**src/rtl/turbo_pkg.sv**
```systemverilog
`default_nettype none
// ============================================================================
//  Module      : turbo_pkg
//  Description : Shared definitions for the turbo puncturer: FSM state
//                encoding, default geometry and selector index sizing.
//  Revision    : 1.0 - initial release
// ============================================================================
package turbo_pkg;

    localparam int DEF_DATA_W  = 4;
    localparam int DEF_NUM_PAR = 2;
    localparam int DEF_PERIOD  = 2;
    localparam int DEF_LEN_W   = 12;

    typedef enum logic [1:0] {
        ST_IDLE   = 2'd0,
        ST_ACCEPT = 2'd1,
        ST_EMIT   = 2'd2,
        ST_DONE   = 2'd3
    } state_t;

    // Width of an index addressing one of (1 + num_par) words.
    function automatic int sel_width(input int num_par);
        return (num_par > 0) ? $clog2(num_par + 1) : 1;
    endfunction

endpackage
`default_nettype wire

```
**src/rtl/turbo_puncture_if.sv**
```systemverilog
`default_nettype none
// ============================================================================
//  Module      : turbo_puncture_if
//  Description : Symbol-in / word-out valid-ready streams of the puncturer.
//                master : upstream encoder + downstream mapper side
//                slave  : puncturer side
//  Ports       : in_valid/in_ready/in_sys/in_par   - input symbol stream
//                out_valid/out_ready/out_data/out_last - output word stream
//  Revision    : 1.0 - initial release
// ============================================================================
interface turbo_puncture_if #(
    parameter int DATA_W  = 4,
    parameter int NUM_PAR = 2
);
    logic                        in_valid;
    logic                        in_ready;
    logic [DATA_W-1:0]           in_sys;
    logic [NUM_PAR*DATA_W-1:0]   in_par;
    logic                        out_valid;
    logic                        out_ready;
    logic [DATA_W-1:0]           out_data;
    logic                        out_last;

    modport master (
        output in_valid, in_sys, in_par, out_ready,
        input  in_ready, out_valid, out_data, out_last
    );

    modport slave (
        input  in_valid, in_sys, in_par, out_ready,
        output in_ready, out_valid, out_data, out_last
    );
endinterface
`default_nettype wire

```
**src/rtl/turbo_punct_sel.sv**
```systemverilog
`default_nettype none
// ============================================================================
//  Module      : turbo_punct_sel
//  Description : Combinational lowest-set-bit priority selector over the
//                keep mask (bit0 = systematic, bit1.. = parity channels).
//  Ports       : mask     in  - pending keep mask
//                idx      out - index of lowest set bit (0 when none)
//                any      out - at least one bit set
//                only_one out - exactly one bit set
//  Revision    : 1.0 - initial release
// ============================================================================
module turbo_punct_sel
    import turbo_pkg::*;
#(
    parameter int NUM_PAR = DEF_NUM_PAR,
    parameter int SEL_W   = sel_width(NUM_PAR)
) (
    input  wire logic [NUM_PAR:0]  mask,
    output logic      [SEL_W-1:0]  idx,
    output logic                   any,
    output logic                   only_one
);
    always_comb begin
        idx = '0;
        // Scan downward so the lowest set bit wins.
        for (int i = NUM_PAR; i >= 0; i--) begin
            if (mask[i]) begin
                idx = SEL_W'(i);
            end
        end
    end

    assign any      = |mask;
    // Clearing the lowest set bit leaves zero only for a one-hot mask.
    assign only_one = any && ((mask & (mask - 1'b1)) == '0);

endmodule
`default_nettype wire

```
**src/rtl/turbo_puncture.sv**
```systemverilog
`default_nettype none
// ============================================================================
//  Module      : turbo_puncture
//  Description : Run-time periodic puncturer for the turbo encoder output.
//                Accepts one symbol (systematic + NUM_PAR parity words), emits
//                the kept words one per beat, flags the last word of a frame.
//  Ports       : clk, rst_n                 - clock, async active-low reset
//                start, frame_len, pattern,
//                sys_keep, punct_en         - frame configuration (latched)
//                bus                        - symbol-in / word-out streams
//                frame_done                 - frame complete, held to next start
//  Revision    : 1.0 - initial release
// ============================================================================
module turbo_puncture
    import turbo_pkg::*;
#(
    parameter int DATA_W  = DEF_DATA_W,
    parameter int NUM_PAR = DEF_NUM_PAR,
    parameter int PERIOD  = DEF_PERIOD,
    parameter int LEN_W   = DEF_LEN_W
) (
    input  wire logic                        clk,
    input  wire logic                        rst_n,
    input  wire logic                        start,
    input  wire logic [LEN_W-1:0]            frame_len,
    input  wire logic [NUM_PAR*PERIOD-1:0]   pattern,
    input  wire logic                        sys_keep,
    input  wire logic                        punct_en,
    turbo_puncture_if.slave                  bus,
    output logic                             frame_done
);
    localparam int MASK_W = NUM_PAR + 1;
    localparam int SEL_W  = sel_width(NUM_PAR);
    localparam int PH_W   = (PERIOD > 1) ? $clog2(PERIOD) : 1;

    state_t                       r_state, w_state_nxt;
    logic [PH_W-1:0]              r_phase;
    logic [LEN_W-1:0]             r_sym_cnt;
    logic [LEN_W-1:0]             r_len;
    logic [NUM_PAR*PERIOD-1:0]    r_pattern;
    logic                         r_sys_keep;
    logic                         r_punct_en;
    logic [MASK_W-1:0]            r_mask;
    logic [MASK_W*DATA_W-1:0]     r_words;   // {par[NUM_PAR-1..0], sys}

    logic [NUM_PAR-1:0]           w_par_keep;
    logic [MASK_W-1:0]            w_acc_mask;
    logic [SEL_W-1:0]             w_idx;
    logic                         w_any;
    logic                         w_only;
    logic                         w_last_sym;
    logic                         w_start_take;
    logic                         w_in_fire;
    logic                         w_out_fire;
    logic                         w_sym_end;
    logic [DATA_W-1:0]            w_word;

    // Parity keep bits for the current phase; all kept when puncturing is off.
    always_comb begin
        w_par_keep = '1;
        if (r_punct_en) begin
            w_par_keep = '0;
            for (int ph = 0; ph < PERIOD; ph++) begin
                if (r_phase == PH_W'(ph)) begin
                    w_par_keep = r_pattern[ph*NUM_PAR +: NUM_PAR];
                end
            end
        end
    end

    assign w_acc_mask = {w_par_keep, r_sys_keep};

    turbo_punct_sel #(
        .NUM_PAR (NUM_PAR),
        .SEL_W   (SEL_W)
    ) u_sel (
        .mask     (r_mask),
        .idx      (w_idx),
        .any      (w_any),
        .only_one (w_only)
    );

    always_comb begin
        w_word = '0;
        for (int w = 0; w < MASK_W; w++) begin
            if (w_idx == SEL_W'(w)) begin
                w_word = r_words[w*DATA_W +: DATA_W];
            end
        end
    end

    assign w_last_sym   = (r_sym_cnt == r_len - 1'b1);
    assign w_start_take = start && (r_state == ST_IDLE || r_state == ST_DONE);
    assign w_in_fire    = (r_state == ST_ACCEPT) && bus.in_valid;
    assign w_out_fire   = (r_state == ST_EMIT) && bus.out_ready && w_any;
    // A symbol finishes either when fully punctured on arrival or when its
    // final kept word is taken downstream.
    assign w_sym_end    = (w_in_fire && (w_acc_mask == '0)) || (w_out_fire && w_only);

    // Next state and stream outputs
    always_comb begin
        w_state_nxt   = r_state;
        bus.in_ready  = 1'b0;
        bus.out_valid = 1'b0;
        bus.out_data  = '0;
        bus.out_last  = 1'b0;
        frame_done    = 1'b0;
        case (r_state)
            ST_IDLE, ST_DONE: begin
                frame_done = (r_state == ST_DONE);
                if (start) begin
                    w_state_nxt = (frame_len == '0) ? ST_DONE : ST_ACCEPT;
                end
            end
            ST_ACCEPT: begin
                bus.in_ready = 1'b1;
                if (bus.in_valid) begin
                    if (w_acc_mask == '0) begin
                        w_state_nxt = w_last_sym ? ST_DONE : ST_ACCEPT;
                    end else begin
                        w_state_nxt = ST_EMIT;
                    end
                end
            end
            ST_EMIT: begin
                bus.out_valid = 1'b1;
                bus.out_data  = w_word;
                bus.out_last  = w_only && w_last_sym;
                if (w_out_fire && w_only) begin
                    w_state_nxt = w_last_sym ? ST_DONE : ST_ACCEPT;
                end
            end
            default: w_state_nxt = ST_IDLE;
        endcase
    end

    always_ff @(posedge clk or negedge rst_n) begin
        if (!rst_n) begin
            r_state <= ST_IDLE;
        end else begin
            r_state <= w_state_nxt;
        end
    end

    // Configuration latches, counters and holding register
    always_ff @(posedge clk or negedge rst_n) begin
        if (!rst_n) begin
            r_phase    <= '0;
            r_sym_cnt  <= '0;
            r_len      <= '0;
            r_pattern  <= '0;
            r_sys_keep <= 1'b0;
            r_punct_en <= 1'b0;
            r_mask     <= '0;
            r_words    <= '0;
        end else begin
            if (w_start_take) begin
                r_len      <= frame_len;
                r_pattern  <= pattern;
                r_sys_keep <= sys_keep;
                r_punct_en <= punct_en;
                r_phase    <= '0;
                r_sym_cnt  <= '0;
            end else if (w_sym_end) begin
                r_phase <= (r_phase == PH_W'(PERIOD - 1)) ? '0 : r_phase + 1'b1;
                // Hold at frame_len-1 on the final symbol.
                if (!w_last_sym) begin
                    r_sym_cnt <= r_sym_cnt + 1'b1;
                end
            end

            if (w_in_fire) begin
                r_words <= {bus.in_par, bus.in_sys};
                r_mask  <= w_acc_mask;
            end else if (w_out_fire) begin
                r_mask <= r_mask & (r_mask - 1'b1);
            end
        end
    end

endmodule
`default_nettype wire

```
**src/flat_wrapper.sv**
```systemverilog
// flat-port wrapper written by rule: the top's interface ports become plain ports
module turbo_puncture_flat import turbo_pkg::*;
#(
    parameter int DATA_W  = DEF_DATA_W,
    parameter int NUM_PAR = DEF_NUM_PAR,
    parameter int PERIOD  = DEF_PERIOD,
    parameter int LEN_W   = DEF_LEN_W
)
  (clk, rst_n, start, frame_len, pattern, sys_keep, punct_en, frame_done, bus_in_valid, bus_in_sys, bus_in_par, bus_out_ready, bus_in_ready, bus_out_valid, bus_out_data, bus_out_last);
  turbo_puncture_if #(.DATA_W(DATA_W), .NUM_PAR(NUM_PAR)) bus_i ();
  input  wire logic clk;
  input  wire logic rst_n;
  input  wire logic start;
  input  wire logic [LEN_W-1:0] frame_len;
  input  wire logic [NUM_PAR*PERIOD-1:0] pattern;
  input  wire logic sys_keep;
  input  wire logic punct_en;
  output logic frame_done;
  input wire logic [$bits(bus_i.in_valid)-1:0] bus_in_valid;
  input wire logic [$bits(bus_i.in_sys)-1:0] bus_in_sys;
  input wire logic [$bits(bus_i.in_par)-1:0] bus_in_par;
  input wire logic [$bits(bus_i.out_ready)-1:0] bus_out_ready;
  output wire logic [$bits(bus_i.in_ready)-1:0] bus_in_ready;
  output wire logic [$bits(bus_i.out_valid)-1:0] bus_out_valid;
  output wire logic [$bits(bus_i.out_data)-1:0] bus_out_data;
  output wire logic [$bits(bus_i.out_last)-1:0] bus_out_last;
  assign bus_i.in_valid = bus_in_valid;
  assign bus_i.in_sys = bus_in_sys;
  assign bus_i.in_par = bus_in_par;
  assign bus_i.out_ready = bus_out_ready;
  assign bus_in_ready = bus_i.in_ready;
  assign bus_out_valid = bus_i.out_valid;
  assign bus_out_data = bus_i.out_data;
  assign bus_out_last = bus_i.out_last;
  turbo_puncture #(.DATA_W(DATA_W), .NUM_PAR(NUM_PAR), .PERIOD(PERIOD), .LEN_W(LEN_W)) u_core (.clk(clk), .rst_n(rst_n), .start(start), .frame_len(frame_len), .pattern(pattern), .sys_keep(sys_keep), .punct_en(punct_en), .bus(bus_i), .frame_done(frame_done));
endmodule
```
**config.mk**
```make
export PLATFORM = sky130hd
export DESIGN_NAME = turbo_puncture_flat
export DESIGN_NICKNAME = d
export VERILOG_FILES = /design/src/rtl/turbo_pkg.sv /design/src/rtl/turbo_puncture_if.sv /design/src/rtl/turbo_punct_sel.sv /design/src/rtl/turbo_puncture.sv /design/src/flat_wrapper.sv
export SDC_FILE = /design/constraint.sdc
export NUM_CORES = 1
export LEC_CHECK = 0
export CORE_MARGIN = 8
export CORE_UTILIZATION = 49
export CTS_CLUSTER_SIZE = 30
export DETAILED_ROUTE_END_ITERATION = 10
export GPL_TIMING_DRIVEN = 0
export PLACE_DENSITY_LB_ADDON = 0.05
export SYNTH_ARGS = -nofsm -noshare
export SYNTH_HDL_FRONTEND = slang
export SYNTH_SLANG_ARGS = --single-unit
```
**constraint.sdc**
```tcl
create_clock -name clk -period 2.55 [get_ports clk]
set_input_delay 0.51 -clock clk [delete_from_list [all_inputs] [get_ports clk]]
set_output_delay 0.51 -clock clk [all_outputs]
set_load 0.01 [all_outputs]
```
==> results summary <==
The run finished, with violations left. The final reports fail on negative setup slack. The post-route standard cell area excluding fillers is 3717 sq um. The most critical setup path has its startpoint at u_core.r_len[2]$_DFFE_PN0P_. The number of nets in the layout is 409.

The first-iteration detailed-routing DRC count came out at 166. The number of buffers and inverters on the critical path is 2. The portion of synthesized cell area occupied by the leading cell type is 42.22%. The reg-to-reg setup timing slack came out at -0.15 ns. The largest voltage drop on the vdd net came out at 503.3 uV.

The largest single stage delay on the critical path is 0.45 ns. The slew at the pin closest to its max-slew limit came out at 0.5494 ns. For this run, design rule violations remaining after detail routing come to 0. The static leakage power is 0.001684 uW. The combined area of all synthesized cells is 2845 sq um. The internal power is 2438 uW. The share of power burned in registers is 33.5%. The headroom to the max-slew limit came out at 63.37%. The worst-path maximum fanout came out at 6. The share of final-layout standard cells stronger than drive strength 1 came out at 21.89%. The power per cell area is 1115 nW/um^2.

The depth of the CTS H-tree is 2. The dominant synthesized flop cell is dfrtp_1. The initial antenna violation count is 0. The kind of end point of the critical path is an output port. The horizontal die dimension came out at 92.20 um. The library cell with the largest summed area after synthesis is dfrtp_1. By instance count, the leading cell after synthesis is nand2_1.

The clock-pin transition on the worst setup and hold timing paths is 0.09 ns. The final setup slack of the worst path came out at -0.2753 ns. For this design the top-level I/O count stands at 43.

The overall routed net length came out at 7.175 mm. The floorplan step defined a core boundary enclosing 5574 sq um. The gate family responsible for the most delay along the worst path is simple AND/OR/NAND/NOR gates. The die outline area came out at 8501 sq um. The die extent in y is 92.20 um. Cells fill 66.69% of the core in the end. The final setup violation count came out at 9. The worst setup path is of the flop to output port kind. The via count of the first global-routing pass came out at 2489. The maximum clock skew at final layout is 0.005797 ns.

Counting flops with an async set or reset pin after synthesis yields a share of 100.0%. Summed over all nets, the switching power comes to 1707 uW. The maximum number of pins on one net before global-route repair is 35. The clock latency of the later-clocked register in the worst-skew pair came out at 0.30 ns.

The post-synthesis register bit count came out at 48. For the final routed database, the setup TNS stands at -1.166 ns. A synthesized cell averages 9.516 sq um. The placer's final routability congestion estimate came out at 0.8266. The total global routing track utilization is 17.36%. The number of hold-slack violations in the final timing report came out at 0. The number of clock buffers added by TritonCTS is 5. The root buffer selected by CTS is clkbuf_8. For this run the aggregate overflow at the end of global routing stands at 0. The combinational power share came out at 55.1%.

The routed design could run at a clock period as short as 2.825 ns. The number of max-cap violations is 0. The first global-routing pass estimated 11.87 mm of wire. The count of mapped cells out of synthesis is 299.

The critical path data arrival time is 2.32 ns. The worst setup path is launched from a flop. The number of synthesized flops with an enable pin is 0.

The synthesized net count came out at 339. Timing would allow up to 0.3539 GHz. The count of hold-fix buffers inserted at cts is 0. The post-synthesis sequential area ratio came out at 42.22%. The critical path goes through nor4_4 > buf_4 > nand2_1 > o311a_1 > and2b_4 > nor3_4 > o2111a_1 > buf_2. The overall via count from detail_route came out at 2424. The part of the cycle the worst path needs came out at 110.8%. 0 antenna diodes ended up in the layout.

The deepest clock path buffer count came out at 2. In this run the critical register-to-register path is launched from u_core.r_len[2]$_DFFE_PN0P_. After synthesis, the cell types taking the most area are dfrtp_1 42%, nand2_1 9.6%, mux2_2 4.7%.

Setup repair after global routing could not meet its margin everywhere. The cell area after placement is 3395 sq um. The largest individual stage delay along the critical path comes from the cell dfrtp_2. The worst path required time came out at 2.04 ns. The initialized floorplan defines 27 standard-cell rows. The clock tree from TritonCTS is done. The per-cell via count in the routed design came out at 5.484. Relative to the synthesized area, the layout overhead comes to 30.65%. The count of final max-slew check failures came out at 0. The number of routed nets with antenna violations is 0. The fraction of power spent switching nets came out at 41.18%.

The HPWL reported at the end of detailed placement came out at 5.204 mm. The number of buffers added on ports came out at 42. The clock net in this run drives a total of 48 sinks. The worst min-delay path class is input pin to asynchronous set/reset pin.

The yosys synthesis warning count came out at 0. The starting density of the core came out at 51.04%. By count the netlist is led by 73 x nand2_1, 48 x dfrtp_1, 12 x mux2_2, 11 x nor2_1, 10 x xnor2_1. The detailed-router iteration count before antenna repair came out at 4. The wire length per cell after detailed routing came out at 16.23 um.

The relative contribution of the clock network to total power is 11.4%. Synthesis instantiated 62 different standard cells from the library.
## final cells by class
class | instances | area [sq um]
Sequential cell | 48 | 1206
Fill cell | 473 | 1857
Tap cell | 72 | 90.09
Multi-Input combinational cell | 233 | 1624
Inverter | 6 | 22.52
Buffer | 11 | 61.31
Timing Repair Buffer | 64 | 623.1
Clock buffer | 8 | 90.09
## metrics by stage
| step | worst slack (ns) | total power [uW] | hold WS (ns) | cells |
|---|---|---|---|---|
| 6_report | -0.2753 | 4146 | 0.1128 | 442 |
| 5_1_grt | -0.4180 | 4477 | 0.1366 | 442 |
| 4_1_cts | -0.3029 | 3965 | 0.1166 | 431 |
| 3_5_place_dp | -0.7165 | 3335 | 0.4496 | 414 |
| 3_3_place_gp | -0.7134 | 3284 | 0.4613 | 413 |
| 2_1_floorplan | 0.03461 | 2808 | 0.2144 | 299 |
## worst reg2reg max path: stages (launching register included)
cell     delay, ns
dfrtp_2       0.45
buf_12        0.14
nor2b_1       0.12
or3_1         0.34
a31oi_1       0.23
nand4_2       0.20
buf_6         0.17
buf_6         0.10
buf_6         0.11
o31ai_4       0.37
buf_6         0.18
nor4_1        0.05
o21a_1        0.16
## logic make-up after synthesis
group           synth area share, %
compound gates                15.70
xor+xnor                      4.617
fa+ha+maj                     2.199
buf+inv                       2.946
flops                         42.22
mux                           7.564
simple gates                  24.76
## power groups by stage
stage | clock, uW | combinational, uW | sequential (uW)
after floorplan | 0 | 1490 | 1320
after CTS | 487 | 2100 | 1380
final | 471 | 2290 | 1390
after global routing | 516 | 2530 | 1430
after detailed placement | 0 | 1920 | 1410
after global placement | 0 | 1890 | 1400
## per-layer routing
| layer | part of all wire (%) | GRT usage, % |
|---|---|---|
| met5 | 0 | 0 |
| met4 | 1.6 | 5.772 |
| met3 | 4.9 | 5.297 |
| met2 | 50 | 29.02 |
| met1 | 44 | 20.71 |
## registers in the layout, summed over array words and instances (netlist names)
name,flops
u_core.r_punct_en,1
u_core.r_mask,3
u_core.r_sys_keep,1
u_core.r_phase,1
u_core.r_pattern,4
u_core.r_sym_cnt,12
u_core.r_len,12
u_core.r_words,12
u_core.r_state,2
## cells in the final DEF, fill, tap and decap left out, types with 5 or more instances in the layout
master           synthesis  layout
clkbuf_8                 0       6
nand2b_1                 5       5
mux2_2                  12      12
clkdlybuf4s50_1          0      37
o21ai_0                  6       6
dfrtp_1                 48      44
buf_4                    2      19
nor2b_1                  5       5
clkbuf_1                 8       8
nand3_1                  8       8
a21oi_1                  7       7
mux2i_1                  8       7
buf_6                    1       5
nand4_1                  5       5
nand2_1                 73      73
xnor2_1                 10       8
xor2_1                   5       5
nor2_1                  11      10
nor4_1                   5       5
## timing repair
action                     4_1_cts  5_1_grt
gates cloned                     0        1
hold endpoints to repair         0        0
setup buffers                   10       10
gates resized for setup         11       16
pin swaps                        6        8
setup endpoints to repair        5       13
## worst paths after layout
| path | endpoint | cells after the start |
|---|---|---|
| max in group asynchronous | u_core.r_len[0]$_DFFE_PN0P_ | 2 |
| worst max-delay path | bus_out_last | 8 |
| worst min register to register | u_core.r_pattern[0]$_DFFE_PN0P_ | 2 |
| worst max register to register | u_core.r_sym_cnt[11]$_DFFE_PN0P_ | 12 |
| worst min-delay path | u_core.r_sym_cnt[9]$_DFFE_PN0P_ | 1 |
| min in group clk | u_core.r_pattern[0]$_DFFE_PN0P_ | 2 |
Note: power is estimated with default switching activity, not from simulation.
